## config.mk

```make
export PLATFORM = sky130hd
export DESIGN_NAME = sonic_trigger_scheduler_flat
export DESIGN_NICKNAME = d
export VERILOG_FILES = /design/src/rtl/sonic_pkg.sv /design/src/rtl/sonic_trigger_scheduler_if.sv /design/src/rtl/sonic_rr_arbiter.sv /design/src/rtl/sonic_trigger_scheduler.sv /design/src/flat_wrapper.sv
export SDC_FILE = /design/constraint.sdc
export NUM_CORES = 1
export LEC_CHECK = 0
export CAP_MARGIN = 20
export CORE_MARGIN = 3
export CORE_UTILIZATION = 35
export CTS_CLUSTER_SIZE = 16
export DETAILED_ROUTE_END_ITERATION = 8
export SLEW_MARGIN = 5
export SYNTH_ARGS = -nofsm -noshare
export SYNTH_HDL_FRONTEND = slang
export SYNTH_SLANG_ARGS = --single-unit
```

## constraint.sdc

```tcl
create_clock -name CLOCK_50 -period 3.5 [get_ports CLOCK_50]
set_clock_uncertainty 0.2 [all_clocks]
set_input_delay 0.35 -clock CLOCK_50 [delete_from_list [all_inputs] [get_ports CLOCK_50]]
set_output_delay 0.35 -clock CLOCK_50 [all_outputs]
set_load 0.005 [all_outputs]
```

## src/rtl/sonic_pkg.sv

```systemverilog
`default_nettype none
// ============================================================================
// Module   : sonic_pkg
// Purpose  : Shared types, default timing constants and width helpers for the
//            ultrasonic trigger scheduler.
// Revision : 1.0 - initial release
// ============================================================================
package sonic_pkg;

  // Scheduler phases: arbitrate, fire trigger, watch echo, quiet guard
  typedef enum logic [1:0] {
    ST_IDLE  = 2'd0,
    ST_TRIG  = 2'd1,
    ST_ECHO  = 2'd2,
    ST_GUARD = 2'd3
  } sonic_state_e;

  // Default timing, derived from a 50 MHz system clock
  localparam int unsigned C_CLK_HZ         = 50_000_000;
  localparam int unsigned C_TRIG_CYCLES    = C_CLK_HZ / 100_000;     // 10 us
  localparam int unsigned C_TIMEOUT_CYCLES = (C_CLK_HZ / 100) * 3;   // 30 ms
  localparam int unsigned C_GUARD_CYCLES   = C_CLK_HZ / 100;         // 10 ms

  // Group index width: max(1, clog2(n))
  function automatic int cw_of(input int n);
    return (n <= 2) ? 1 : $clog2(n);
  endfunction

  // Largest of three values, used to size the shared phase counter
  function automatic int max3(input int a, input int b, input int c);
    int m;
    m = a;
    if (b > m) m = b;
    if (c > m) m = c;
    return m;
  endfunction

endpackage
`default_nettype wire

```

## src/rtl/sonic_trigger_scheduler_if.sv

```systemverilog
`default_nettype none
// ============================================================================
// Module   : sonic_trigger_scheduler_if
// Purpose  : Control, echo and measurement-result bundle between the sensor
//            network (master) and the trigger scheduler (slave).
// Revision : 1.0 - initial release
// ============================================================================
interface sonic_trigger_scheduler_if
  import sonic_pkg::*;
#(
  parameter int NUM_GROUPS = 2
);
  localparam int CW = cw_of(NUM_GROUPS);

  logic                  enable;
  logic [NUM_GROUPS-1:0] group_mask;
  logic [NUM_GROUPS-1:0] echo_any;
  logic [NUM_GROUPS-1:0] trig;
  logic [CW-1:0]         active_grp;
  logic                  busy;
  logic                  meas_done;
  logic [CW-1:0]         meas_grp;
  logic                  meas_timeout;

  modport master (
    output enable, group_mask, echo_any,
    input  trig, active_grp, busy, meas_done, meas_grp, meas_timeout
  );

  modport slave (
    input  enable, group_mask, echo_any,
    output trig, active_grp, busy, meas_done, meas_grp, meas_timeout
  );

endinterface
`default_nettype wire

```

## src/rtl/sonic_rr_arbiter.sv

```systemverilog
`default_nettype none
// ============================================================================
// Module   : sonic_rr_arbiter
// Purpose  : Combinational round-robin pick: first eligible group strictly
//            after the last-served one, wrapping; the last-served group itself
//            is the final candidate so a single-bit mask repeats.
// Revision : 1.0 - initial release
// ============================================================================
module sonic_rr_arbiter #(
  parameter int NUM_GROUPS = 2,
  parameter int CW         = 1
) (
  input  wire logic [NUM_GROUPS-1:0] i_mask,
  input  wire logic [CW-1:0]         i_last,
  output logic                       o_valid,
  output logic [CW-1:0]              o_grp
);

  // Scan from the farthest candidate to the nearest so the nearest wins
  always_comb begin
    o_valid = |i_mask;
    o_grp   = i_last;
    for (int k = NUM_GROUPS; k >= 1; k--) begin
      if (i_mask[(int'(i_last) + k) % NUM_GROUPS]) begin
        o_grp = CW'((int'(i_last) + k) % NUM_GROUPS);
      end
    end
  end

endmodule
`default_nettype wire

```

## src/rtl/sonic_trigger_scheduler.sv

```systemverilog
`default_nettype none
// ============================================================================
// Module   : sonic_trigger_scheduler
// Purpose  : Mask-controlled, echo-aware round-robin trigger sequencer for the
//            ultrasonic sensor groups. One group is fired at a time; its echo
//            is watched with a timeout, then a guard interval keeps groups
//            from cross-talking.
// Revision : 1.0 - initial release
// ============================================================================
module sonic_trigger_scheduler
  import sonic_pkg::*;
#(
  parameter int NUM_GROUPS     = 2,
  parameter int TRIG_CYCLES    = int'(C_TRIG_CYCLES),
  parameter int TIMEOUT_CYCLES = int'(C_TIMEOUT_CYCLES),
  parameter int GUARD_CYCLES   = int'(C_GUARD_CYCLES)
) (
  input  wire logic                 CLOCK_50,
  input  wire logic                 reset_n,
  sonic_trigger_scheduler_if.slave  bus
);

  localparam int CW    = cw_of(NUM_GROUPS);
  localparam int CNT_W = $clog2(max3(TRIG_CYCLES, TIMEOUT_CYCLES, GUARD_CYCLES) + 1);

  localparam logic [CNT_W-1:0] C_TRIG_LAST    = CNT_W'(TRIG_CYCLES - 1);
  localparam logic [CNT_W-1:0] C_TIMEOUT_LAST = CNT_W'(TIMEOUT_CYCLES - 1);
  localparam logic [CNT_W-1:0] C_GUARD_LAST   = CNT_W'(GUARD_CYCLES - 1);

  sonic_state_e          r_state, w_state_nxt;
  logic [CNT_W-1:0]      r_cnt, w_cnt_nxt;
  logic                  r_seen, w_seen_nxt;
  logic [CW-1:0]         r_active, w_active_nxt;
  logic [CW-1:0]         r_last, w_last_nxt;
  logic [NUM_GROUPS-1:0] r_sync1, r_sync2;
  logic                  r_meas_done, r_meas_to;
  logic [CW-1:0]         r_meas_grp;

  logic                  w_done, w_to;
  logic                  w_echo;
  logic                  w_arb_valid;
  logic [CW-1:0]         w_arb_grp;
  logic [NUM_GROUPS-1:0] w_trig;

  sonic_rr_arbiter #(
    .NUM_GROUPS (NUM_GROUPS),
    .CW         (CW)
  ) u_arb (
    .i_mask  (bus.group_mask),
    .i_last  (r_last),
    .o_valid (w_arb_valid),
    .o_grp   (w_arb_grp)
  );

  // Two-flop synchronizer on every group's combined echo line
  always_ff @(posedge CLOCK_50 or negedge reset_n) begin
    if (!reset_n) begin
      r_sync1 <= '0;
      r_sync2 <= '0;
    end else begin
      r_sync1 <= bus.echo_any;
      r_sync2 <= r_sync1;
    end
  end

  assign w_echo = r_sync2[r_active];

  // State, counter and group registers; last-served starts at the top group
  always_ff @(posedge CLOCK_50 or negedge reset_n) begin
    if (!reset_n) begin
      r_state  <= ST_IDLE;
      r_cnt    <= '0;
      r_seen   <= 1'b0;
      r_active <= '0;
      r_last   <= CW'(NUM_GROUPS - 1);
    end else begin
      r_state  <= w_state_nxt;
      r_cnt    <= w_cnt_nxt;
      r_seen   <= w_seen_nxt;
      r_active <= w_active_nxt;
      r_last   <= w_last_nxt;
    end
  end

  // Next-state logic; the counter is shared by all timed phases
  always_comb begin
    w_state_nxt  = r_state;
    w_cnt_nxt    = r_cnt;
    w_seen_nxt   = r_seen;
    w_active_nxt = r_active;
    w_last_nxt   = r_last;
    w_done       = 1'b0;
    w_to         = 1'b0;
    case (r_state)
      ST_IDLE: begin
        // enable and mask only matter here, so a running group always finishes
        if (bus.enable && w_arb_valid) begin
          w_active_nxt = w_arb_grp;
          w_last_nxt   = w_arb_grp;
          w_cnt_nxt    = '0;
          w_state_nxt  = ST_TRIG;
        end
      end
      ST_TRIG: begin
        if (r_cnt == C_TRIG_LAST) begin
          w_cnt_nxt   = '0;
          w_seen_nxt  = 1'b0;
          w_state_nxt = ST_ECHO;
        end else begin
          w_cnt_nxt = r_cnt + 1'b1;
        end
      end
      ST_ECHO: begin
        w_cnt_nxt = r_cnt + 1'b1;
        if (w_echo) begin
          w_seen_nxt = 1'b1;
        end
        // Echo completion takes priority over a coincident timeout
        if (r_seen && !w_echo) begin
          w_done      = 1'b1;
          w_cnt_nxt   = '0;
          w_state_nxt = ST_GUARD;
        end else if (r_cnt == C_TIMEOUT_LAST) begin
          w_done      = 1'b1;
          w_to        = 1'b1;
          w_cnt_nxt   = '0;
          w_state_nxt = ST_GUARD;
        end
      end
      ST_GUARD: begin
        if (r_cnt == C_GUARD_LAST) begin
          w_cnt_nxt   = '0;
          w_state_nxt = ST_IDLE;
        end else begin
          w_cnt_nxt = r_cnt + 1'b1;
        end
      end
      default: begin
        w_state_nxt = ST_IDLE;
        w_cnt_nxt   = '0;
      end
    endcase
  end

  // Measurement result registers; group and status held until the next strobe
  always_ff @(posedge CLOCK_50 or negedge reset_n) begin
    if (!reset_n) begin
      r_meas_done <= 1'b0;
      r_meas_to   <= 1'b0;
      r_meas_grp  <= '0;
    end else begin
      r_meas_done <= w_done;
      if (w_done) begin
        r_meas_to  <= w_to;
        r_meas_grp <= r_active;
      end
    end
  end

  // Trigger decoded from state so an asynchronous reset drops it at once
  always_comb begin
    w_trig = '0;
    for (int g = 0; g < NUM_GROUPS; g++) begin
      w_trig[g] = (r_state == ST_TRIG) && (r_active == CW'(g));
    end
  end

  assign bus.trig         = w_trig;
  assign bus.active_grp   = r_active;
  assign bus.busy         = (r_state != ST_IDLE);
  assign bus.meas_done    = r_meas_done;
  assign bus.meas_grp     = r_meas_grp;
  assign bus.meas_timeout = r_meas_to;

endmodule
`default_nettype wire

```

## src/flat_wrapper.sv

```systemverilog
// flat-port wrapper written by rule: the top's interface ports become plain ports
module sonic_trigger_scheduler_flat import sonic_pkg::*;
#(
  parameter int NUM_GROUPS     = 2,
  parameter int TRIG_CYCLES    = int'(C_TRIG_CYCLES),
  parameter int TIMEOUT_CYCLES = int'(C_TIMEOUT_CYCLES),
  parameter int GUARD_CYCLES   = int'(C_GUARD_CYCLES)
)
  (CLOCK_50, reset_n, bus_enable, bus_group_mask, bus_echo_any, bus_trig, bus_active_grp, bus_busy, bus_meas_done, bus_meas_grp, bus_meas_timeout);
  sonic_trigger_scheduler_if #(.NUM_GROUPS(NUM_GROUPS)) bus_i ();
  input  wire logic CLOCK_50;
  input  wire logic reset_n;
  input wire logic [$bits(bus_i.enable)-1:0] bus_enable;
  input wire logic [$bits(bus_i.group_mask)-1:0] bus_group_mask;
  input wire logic [$bits(bus_i.echo_any)-1:0] bus_echo_any;
  output wire logic [$bits(bus_i.trig)-1:0] bus_trig;
  output wire logic [$bits(bus_i.active_grp)-1:0] bus_active_grp;
  output wire logic [$bits(bus_i.busy)-1:0] bus_busy;
  output wire logic [$bits(bus_i.meas_done)-1:0] bus_meas_done;
  output wire logic [$bits(bus_i.meas_grp)-1:0] bus_meas_grp;
  output wire logic [$bits(bus_i.meas_timeout)-1:0] bus_meas_timeout;
  assign bus_i.enable = bus_enable;
  assign bus_i.group_mask = bus_group_mask;
  assign bus_i.echo_any = bus_echo_any;
  assign bus_trig = bus_i.trig;
  assign bus_active_grp = bus_i.active_grp;
  assign bus_busy = bus_i.busy;
  assign bus_meas_done = bus_i.meas_done;
  assign bus_meas_grp = bus_i.meas_grp;
  assign bus_meas_timeout = bus_i.meas_timeout;
  sonic_trigger_scheduler #(.NUM_GROUPS(NUM_GROUPS), .TRIG_CYCLES(TRIG_CYCLES), .TIMEOUT_CYCLES(TIMEOUT_CYCLES), .GUARD_CYCLES(GUARD_CYCLES)) u_core (.CLOCK_50(CLOCK_50), .reset_n(reset_n), .bus(bus_i));
endmodule
```

==> metrics <==
Rel. slew slack 0.589; endpoint class of the critical path flop; CTS Hold Bufs 0; min cycle time layout 2.88 ns; Chip Height between 70 and 80 um; simple-gate share of the synthesized area 0.254; setup bufs post-CTS 0; antenna-violating nets left 0; Ant. Diodes 0; WP data arrival 2.84 ns; Routed WL roughly 3.3 mm; share of layout cells above drive strength 1 0.0798; Critical Path Source Type flop; async set-reset flop share out of synthesis 1.00; Via-to-Cell Ratio 5.46; power per cell area about 620 nW/um^2; Max VDD drop 0.376 mV; DRC viols 0; Layout area overhead 16.6%; initial DRC count 85; GRT overflow 0; portion of netlist area occupied by mux cells 0.0250; Row Count 24; clock-pin slew on the worst setup and hold paths 0.07 ns; CTS tree built; Post-Synth XOR/XNOR Area 0.0825; mapped cell area roughly 1700 um^2; Post-synth top flop dfrtp_1; most frequent cells in the layout dfrtp_1, nor2_1, nand2_1; commonest non-fill, non-tap cell in the layout dfrtp_1; Hold Fails Final Rpt 0; Adder-Cell Fraction of Synth Area 0.0368; top cell family by delay on the critical path compound AO/OA/AOI/OAI gates; CORE AREA 4500 um^2; Overall Power 1.23 mW; Slowest-stage cell, CP o41ai_4; hpwl dp approximately 2.5 mm; PostCTS Resize Cnt 0; port bufs 13; wire per inst 13.9 um; routability cong. 0.891; Total GRT Usage 0.132; total CTS buffers 5; Starting Density 0.377; 1st-pass router iterations 4; Yosys warning count 0; Synthesized Nets 179; count of final setup violators 0; DR vias 1311; slowest stage delay, CP 0.60 ns; Setup TNS 0 ns; worst hold-check path type reg -> reg; synthesized area per cell approximately 10 um^2; max-cap viol count 0; period utilization 0.824; CP Max Fanout 10; antenna violations before repair 0; number of synthesized flops with an enable pin 0; clock buffer depth 2; Final Net Count ~200; clk sink count 33; post-synthesis compound-gate area fraction 0.0972; Pins Over Slew Limit 0; Die Wd between 70 and 80 um; H-Tree Depth 2; largest family of logic cells by synthesized area simple AND/OR/NAND/NOR gates; Tightest Pin Transition roughly 0.61 ns; Root Buffer clkbuf_8; status completed; synthesized instance count 167; RSZ-0062 raised after global routing false; sequential share of the synthesized area 0.487; Worst-Skew Late Latency 0.28 ns; first-pass GRT wire length 5.74 mm; Peak Freq roughly 350 MHz; register bit total from synthesis 33; die area 5730 um^2; crit-path cells nand4_2 -> or4b_1 -> o31a_1 -> o41ai_4 -> buf_4 -> nor3b_1; Required @ worst endpoint 3.46 ns; Leak Pwr 0.863 nW; number of global-route vias before repair 1277; crit path kind reg -> reg; io pins 14; largest net degree at the start of global routing 34; post-synth cell types 40; hold_ws 0.155 ns; Worst Path Buf+Inv 1
-- metrics by stage --
stage	worst slack, ns	util	instances	instance area [um^2]
after floorplan	1.05	-	167	1700
after global placement	0.701	0.421	232	1890
after detailed placement	0.656	0.421	232	1890
after CTS	0.638	0.440	240	1980
after global routing	0.447	0.440	240	1980
final	0.616	0.440	240	1980
-- cells by family after synthesis --
group                    after synthesis
AND/OR/NAND/NOR                       83
flip-flops                            33
AO/OA/AOI/OAI                         20
XOR/XNOR                              16
buffers and inverters                  6
adder cells (fa/ha/maj)                5
multiplexers                           4
-- metal layers --
metal | share of wire | wire length (um) | vias up | track usage
met5 | 0 | 0 | - | 0
met4 | 0.014 | 46 | 0 | 0.0447
met3 | 0.046 | 154 | 6 | 0.0396
met2 | 0.47 | 1580 | 33 | 0.204
met1 | 0.47 | 1560 | 638 | 0.177
li1 | - | - | 634 | -
-- layout make-up --
cell class	instances	area, um^2
multi-input combinational	128	842
timing repair buffer	15	145
inverter	4	15.0
clock buffer	5	68.8
fill	444	2520
clock inverter	3	17.5
sequential	33	827
tap	52	65.1
-- synthesized netlist by cell type (2+ instances only) --
cell | number | area (um^2)
nand2_1 | 15 | 56.3
xnor2_1 | 4 | 35.0
xor2_1 | 12 | 105
or4_1 | 2 | 15.0
inv_1 | 4 | 15.0
and2_1 | 2 | 12.5
nand4b_1 | 2 | 17.5
and3_1 | 4 | 25.0
mux2_2 | 2 | 22.5
nor3_1 | 7 | 35.0
nand4_1 | 5 | 31.3
ha_1 | 5 | 62.6
dfrtp_1 | 32 | 801
a21oi_1 | 5 | 25.0
nand3_1 | 8 | 40.0
o21a_1 | 4 | 30.0
nor3b_1 | 2 | 15.0
nor4_1 | 2 | 12.5
o21ai_0 | 2 | 10.0
and4_1 | 3 | 26.3
mux2i_1 | 2 | 20.0
nor2_1 | 25 | 93.8
-- power by group --
part	leakage, nW	switching [mW]	total [mW]	internal, mW
Sequential	0.437	0.0528	0.491	0.438
Combinational	0.382	0.244	0.461	0.217
Clock	0.0439	0.137	0.274	0.137
-- path summary, 6_finish.rpt --
path                                              from                           end  slack [ns]  depth (start not counted)
hold reg to reg            u_core.r_sync1[1]$_DFF_PN0_   u_core.r_sync2[1]$_DFF_PN0_        0.16                          0
hold / removal             u_core.r_sync1[1]$_DFF_PN0_   u_core.r_sync2[1]$_DFF_PN0_        0.16                          0
setup / recovery           u_core.r_cnt[6]$_DFFE_PN0P_  u_core.r_cnt[18]$_DFFE_PN0P_        0.62                          6
setup reg to reg           u_core.r_cnt[6]$_DFFE_PN0P_  u_core.r_cnt[18]$_DFFE_PN0P_        0.62                          6
max in group asynchronous                      reset_n     u_core.r_last$_DFFE_PN1P_        2.51                          2
min in group asynchronous                      reset_n   u_core.r_cnt[7]$_DFFE_PN0P_        0.27                          2
-- flip-flops by register name, indices dropped and copies added (netlist names) --
register / flops
u_core.bus.meas_timeout: 1
u_core.bus.meas_grp: 1
u_core.r_cnt: 21
u_core.bus.active_grp: 1
u_core.bus.meas_done: 1
u_core.r_sync2: 2
u_core.r_state: 2
u_core.r_sync1: 2
u_core.r_last: 1
u_core.r_seen: 1
No activity file was read; power rests on OpenSTA's default activity.
